$ cat config.mk
export PLATFORM = sky130hd
export DESIGN_NAME = shift_chain_ctrl
export DESIGN_NICKNAME = d
export VERILOG_FILES = /design/src/rtl/shift_chain_ctrl.sv
export SDC_FILE = /design/constraint.sdc
export NUM_CORES = 1
export LEC_CHECK = 0
export ABC_AREA = 1
export CAP_MARGIN = 20
export CORE_MARGIN = 8
export CORE_UTILIZATION = 52
export CTS_CLUSTER_SIZE = 24
export DETAILED_ROUTE_END_ITERATION = 6
export PLACE_DENSITY_LB_ADDON = 0.1
export SETUP_SLACK_MARGIN = 0.3
export SLEW_MARGIN = 20
export SYNTH_ARGS = -nofsm -noshare
export SYNTH_HDL_FRONTEND = slang
export SYNTH_SLANG_ARGS = --single-unit
$ cat constraint.sdc
create_clock -name clk -period 1.5 [get_ports clk]
set_input_delay 0.3 -clock clk [delete_from_list [all_inputs] [get_ports clk]]
set_output_delay 0.3 -clock clk [all_outputs]
set_load 0.03 [all_outputs]
$ cat src/rtl/shift_chain_ctrl.sv
// Serial shift-chain sequencer: sends a word LSB-first onto a d->q chain and re-captures it.
// Optional SHIFT_CHAIN_CTRL_CHECK_EN keeps a copy of the sent word and flags a mismatch on err.
module shift_chain_ctrl #(
  parameter int WIDTH = 8,
  parameter int DEPTH = 1
) (
  input  logic             clk,
  input  logic             rst_n,
  input  logic             in_valid,
  output logic             in_ready,
  input  logic [WIDTH-1:0] in_data,
  output logic             sd,
  input  logic             sq,
  output logic             busy,
  output logic             out_valid,
  input  logic             out_ready,
  output logic [WIDTH-1:0] out_data,
  output logic             err
);

  localparam int CW = $clog2(WIDTH + DEPTH + 1);
  localparam logic [CW-1:0] LAST_SHIFT = CW'(WIDTH - 1);
  localparam logic [CW-1:0] FIRST_DRAIN = CW'(WIDTH);
  localparam logic [CW-1:0] LAST_DRAIN = CW'(WIDTH + DEPTH - 1);
  localparam logic [CW-1:0] FIRST_CAP = CW'(DEPTH);

  typedef enum logic [1:0] {
    IDLE  = 2'd0,
    SHIFT = 2'd1,
    DRAIN = 2'd2,
    DONE  = 2'd3
  } state_t;

  state_t           state;
  state_t           next_state;
  logic [CW-1:0]    cnt;
  // tx_reg holds the bits still to be sent; bit 0 is always the next one for sd
  logic [WIDTH-1:0] tx_reg;
  logic [WIDTH-2:0] rx_reg;
  logic [WIDTH-1:0] rx_next;
  logic             capture;

  assign rx_next = {sq, rx_reg};

  always_ff @(posedge clk or negedge rst_n) begin
    if (!rst_n) begin
      state <= IDLE;
    end else begin
      state <= next_state;
    end
  end

  // An out-of-range count for the current state sends the FSM back to IDLE
  always_comb begin
    next_state = state;
    case (state)
      IDLE: begin
        if (in_valid) next_state = SHIFT;
        else          next_state = IDLE;
      end
      SHIFT: begin
        if (cnt > LAST_SHIFT)       next_state = IDLE;
        else if (cnt == LAST_SHIFT) next_state = DRAIN;
        else                        next_state = SHIFT;
      end
      DRAIN: begin
        if ((cnt < FIRST_DRAIN) || (cnt > LAST_DRAIN)) next_state = IDLE;
        else if (cnt == LAST_DRAIN)                    next_state = DONE;
        else                                           next_state = DRAIN;
      end
      DONE: begin
        if (out_ready) next_state = IDLE;
        else           next_state = DONE;
      end
      default: next_state = IDLE;
    endcase
  end

  always_comb begin
    in_ready  = 1'b0;
    busy      = 1'b1;
    out_valid = 1'b0;
    capture   = 1'b0;
    case (state)
      IDLE: begin
        in_ready = 1'b1;
        busy     = 1'b0;
      end
      SHIFT:   capture = (cnt >= FIRST_CAP);
      DRAIN:   capture = (cnt >= FIRST_CAP);
      DONE:    out_valid = 1'b1;
      default: busy = 1'b0;
    endcase
  end

  always_ff @(posedge clk or negedge rst_n) begin
    if (!rst_n) begin
      sd       <= 1'b0;
      tx_reg   <= '0;
      rx_reg   <= '0;
      cnt      <= '0;
      out_data <= '0;
    end else begin
      if (capture) begin
        rx_reg <= rx_next[WIDTH-1:1];
      end else begin
        rx_reg <= rx_reg;
      end
      case (state)
        IDLE: begin
          if (in_valid) begin
            sd     <= in_data[0];
            tx_reg <= in_data >> 1;
            cnt    <= '0;
          end else begin
            sd <= 1'b0;
          end
        end
        SHIFT: begin
          cnt <= cnt + CW'(1);
          if (cnt >= LAST_SHIFT) begin
            sd <= 1'b0;
          end else begin
            sd     <= tx_reg[0];
            tx_reg <= tx_reg >> 1;
          end
        end
        DRAIN: begin
          sd  <= 1'b0;
          cnt <= cnt + CW'(1);
          if (cnt == LAST_DRAIN) begin
            out_data <= rx_next;
          end else begin
            out_data <= out_data;
          end
        end
        DONE:    sd <= 1'b0;
        default: sd <= 1'b0;
      endcase
    end
  end

`ifdef SHIFT_CHAIN_CTRL_CHECK_EN
  logic [WIDTH-1:0] copy_reg;

  // Snapshot of the accepted word; err compares the reassembled word against it
  always_ff @(posedge clk or negedge rst_n) begin
    if (!rst_n) begin
      copy_reg <= '0;
      err      <= 1'b0;
    end else if ((state == IDLE) && in_valid) begin
      copy_reg <= in_data;
      err      <= 1'b0;
    end else if ((state == DRAIN) && (cnt == LAST_DRAIN)) begin
      err <= (rx_next != copy_reg);
    end else begin
      err <= err;
    end
  end
`else
  assign err = 1'b0;
`endif

endmodule
==> impl_metrics.py <==
metrics = {
    "logic_synthesis": {
        "ys_seq_area_share_pct": 48.99,
        "syn_area_per_cell_um2": 8.370,
        "yosysTopAreaCellShare_pct": 48.99,
        "ys_warn_count": 0,
        "synth_commonest_cells": "nand2_1, dfrtp_1, inv_1",
        "syn_area_mm2": 0.001481,
        "async_flop_share_pct": 100.0,
        "synth-edff-count": 0,
        "synth.distinct_cells": 18,
        "synth_fp_nets": 199,
        "yosysTopAreaCell": "dfrtp_1",
        "syn_inst": 177,
        "synth.most_common_cell": "nand2_1",
        "synth_ff_type": "dfrtp_1",
        "ys_ff_latch": 29,
        "yosys-top-cells-area": "dfrtp_1, nand2_1, ha_1, nand3_1, inv_1",
    },
    "floorplan": {
        "core_area_mm2": 0.002734,
        "die_height_um": 69.38,
        "die_area_mm2": 0.004813,
        "start_util_pct": 54.19,
        "die_w_um": 69.38,
        "ios": 26,
        "rows": 19,
    },
    "placed_design": {
        "finalWeightedCongestion": 0.8053,
        "io_buffers": 24,
        "dp_hpwl_um": 2158,
        "dp.cells": 232,
    },
    "finish": {
        "register_area_um2": 726.9,
        "multiInputGateArea_um2": 783.3,
        "area_delta_synth_final_pct": 41.13,
        "layout.cells.non_filler": 252,
        "fin_nets": 243,
        "drive_gt1_share_pct": 34.39,
        "largest_reg_flops": 8,
        "fill_cells": 185,
        "antenna_cells": 0,
    },
    "grt": {
        "grt_pass1_vias": 1275,
        "grt_use_total_pct": 14.20,
        "antenna_found_initial": 0,
        "grt_pass1_wl_um": 5630,
        "overflow": 0,
        "grt_max_degree": 30,
    },
    "power": {
        "power.total_mw": 3.487,
        "p_leak_nw": 1.104,
        "vdd_drop_max_v": 0.001310,
        "p_per_area_mw_per_mm2": 1668,
    },
    "cts": {
        "cts_buffers": 5,
        "cts.sinks": 29,
        "cts_hold_buffers": 0,
        "cts_max_level": 2,
        "path_clk_slew_ps": 90,
        "insertion_delay_ps": 330,
        "tritoncts": "done",
        "cts_root_buffer": "clkbuf_4",
        "cts_buffer_depth": 2,
    },
    "routing": {
        "wirelength_um": 3527,
        "avgRoutedWirePerCell_um": 14.00,
        "vias": 1299,
        "drcViolationCount": 0,
        "firstDrtPassIters": 4,
        "viasPerCell": 5.155,
        "ant_nets": 0,
        "dr.first_iter.drc_count": 93,
    },
    "critical_path": {
        "startpoint_type": "register",
        "critPathKind": "register to output pin",
        "reg2reg_slack_ps": 0,
        "crit_path_end_kind": "output pin",
        "worstPathArrival_ps": 1230,
        "required_ps": 1200,
        "r2r_cells": 10,
        "worst-path-max-fanout": 4,
        "r2r_start": "state[0]$_DFF_PN0_",
        "startpoint": "state[1]$_DFF_PN0_",
        "worstReg2RegEnd": "state[0]$_DFF_PN0_",
    },
    "timing": {
        "setup_viol": 2,
        "rsz0062_at_grt": "true",
        "finalCriticalPeriod_ps": 1529,
        "drv_slew": 0,
        "period_share_pct": 102.0,
        "fin_setup_tns_ps": -57.51,
        "finalHoldViolCount": 0,
        "finalClockSkew_ps": 7.796,
        "max_clock_freq_ghz": 0.6538,
        "fin_ws_ps": -29.46,
    },
    "status": {
        "violations": "negative setup slack",
        "status": "finished, violations left",
    },
    "min_path": {
        "hold_path_class": "input pin to asynchronous set/reset pin",
    },
    "run": {
        "cap_violations": 0,
    },
}
==> final cells by class <==
type	instances	share of cell area, %
clock buffer	7	2.633
inverter	21	4.369
multi-input combinational	123	37.46
sequential	29	34.77
tap	31	1.855
timing repair buffer	41	18.91
==> power breakdown <==
part | internal (mW) | leakage [nW] | total [mW] | switching, mW
registers | 1.01 | 0.378 | 1.16 | 0.152
clock network | 0.221 | 0.0314 | 0.474 | 0.253
logic | 0.769 | 0.694 | 1.85 | 1.08
==> critical path, cell delays in order (launching register included) <==
cell     delay [ps]
dfrtp_1         420
inv_2           110
ha_4            190
buf_4           170
==> kinds of logic (layout without fill, tap and decap cells) <==
| logic type | Yosys count | count (layout) | share of synthesized area, % |
|---|---|---|---|
| AO/OA/AOI/OAI | 19 | 19 | 8.192 |
| AND/OR/NAND/NOR | 93 | 94 | 26.35 |
| adder cells (fa/ha/maj) | 9 | 9 | 7.601 |
| other | 1 | 1 | 0.2531 |
| flip-flops | 29 | 29 | 48.99 |
| buffers and inverters | 26 | 69 | 8.615 |
==> metrics by stage <==
stage	setup WS [ps]	hold WS (ps)	util (%)	instance area, um2
6_report	-29.46	344.5	76.48	2091
5_1_grt	-82.95	384.9	76.48	2091
4_1_cts	3.807	360.5	71.35	1951
3_5_place_dp	-76.28	464.6	64.58	1765
3_3_place_gp	-40.20	456.7	64.58	1765
2_1_floorplan	152.8	4.409	-	1505
==> cells in the final DEF (no fill, tap or decap), types with 2 or more instances in the layout <==
master and count:
nand2_1 59, dfrtp_1 28, buf_4 17, nand3_1 14, inv_1 13, clkdlybuf4s50_1 12
buf_6 10, o21ai_2 9, nand2_4 7, o21ai_0 6, inv_2 5, clkbuf_4 5
nand2_2 4, nor2_1 4, ha_1 4, ha_4 4, inv_6 2, nand3_4 2
o21ai_1 2
==> worst max-delay path by stage <==
stage	slack, ps	to	cells after the start
floorplan	150	tx_reg[0]$_DFFE_PN0P_	8
global placement	-40	tx_reg[3]$_DFFE_PN0P_	5
detailed placement	-80	tx_reg[1]$_DFFE_PN0P_	5
CTS	4	in_ready	3
global route	-80	busy	4
finish	-30	in_ready	3
==> per-layer routing <==
layer | wire length [um] | GRT usage, % | share of wire, %
met4 | 97 | 6.606 | 2.8
met2 | 1812 | 23.05 | 51
met5 | 0 | 0 | 0
met3 | 225 | 6.295 | 6.4
met1 | 1392 | 15.47 | 39
==> timing repair <==
action,in CTS,in global routing
endpoints found under the hold margin,0,0
pin swaps,7,6
buffers inserted,5,7
resized for setup,70,40
endpoints found under the setup margin,40,41
gates cloned,1,0
Note: power is estimated with default switching activity, not from simulation.
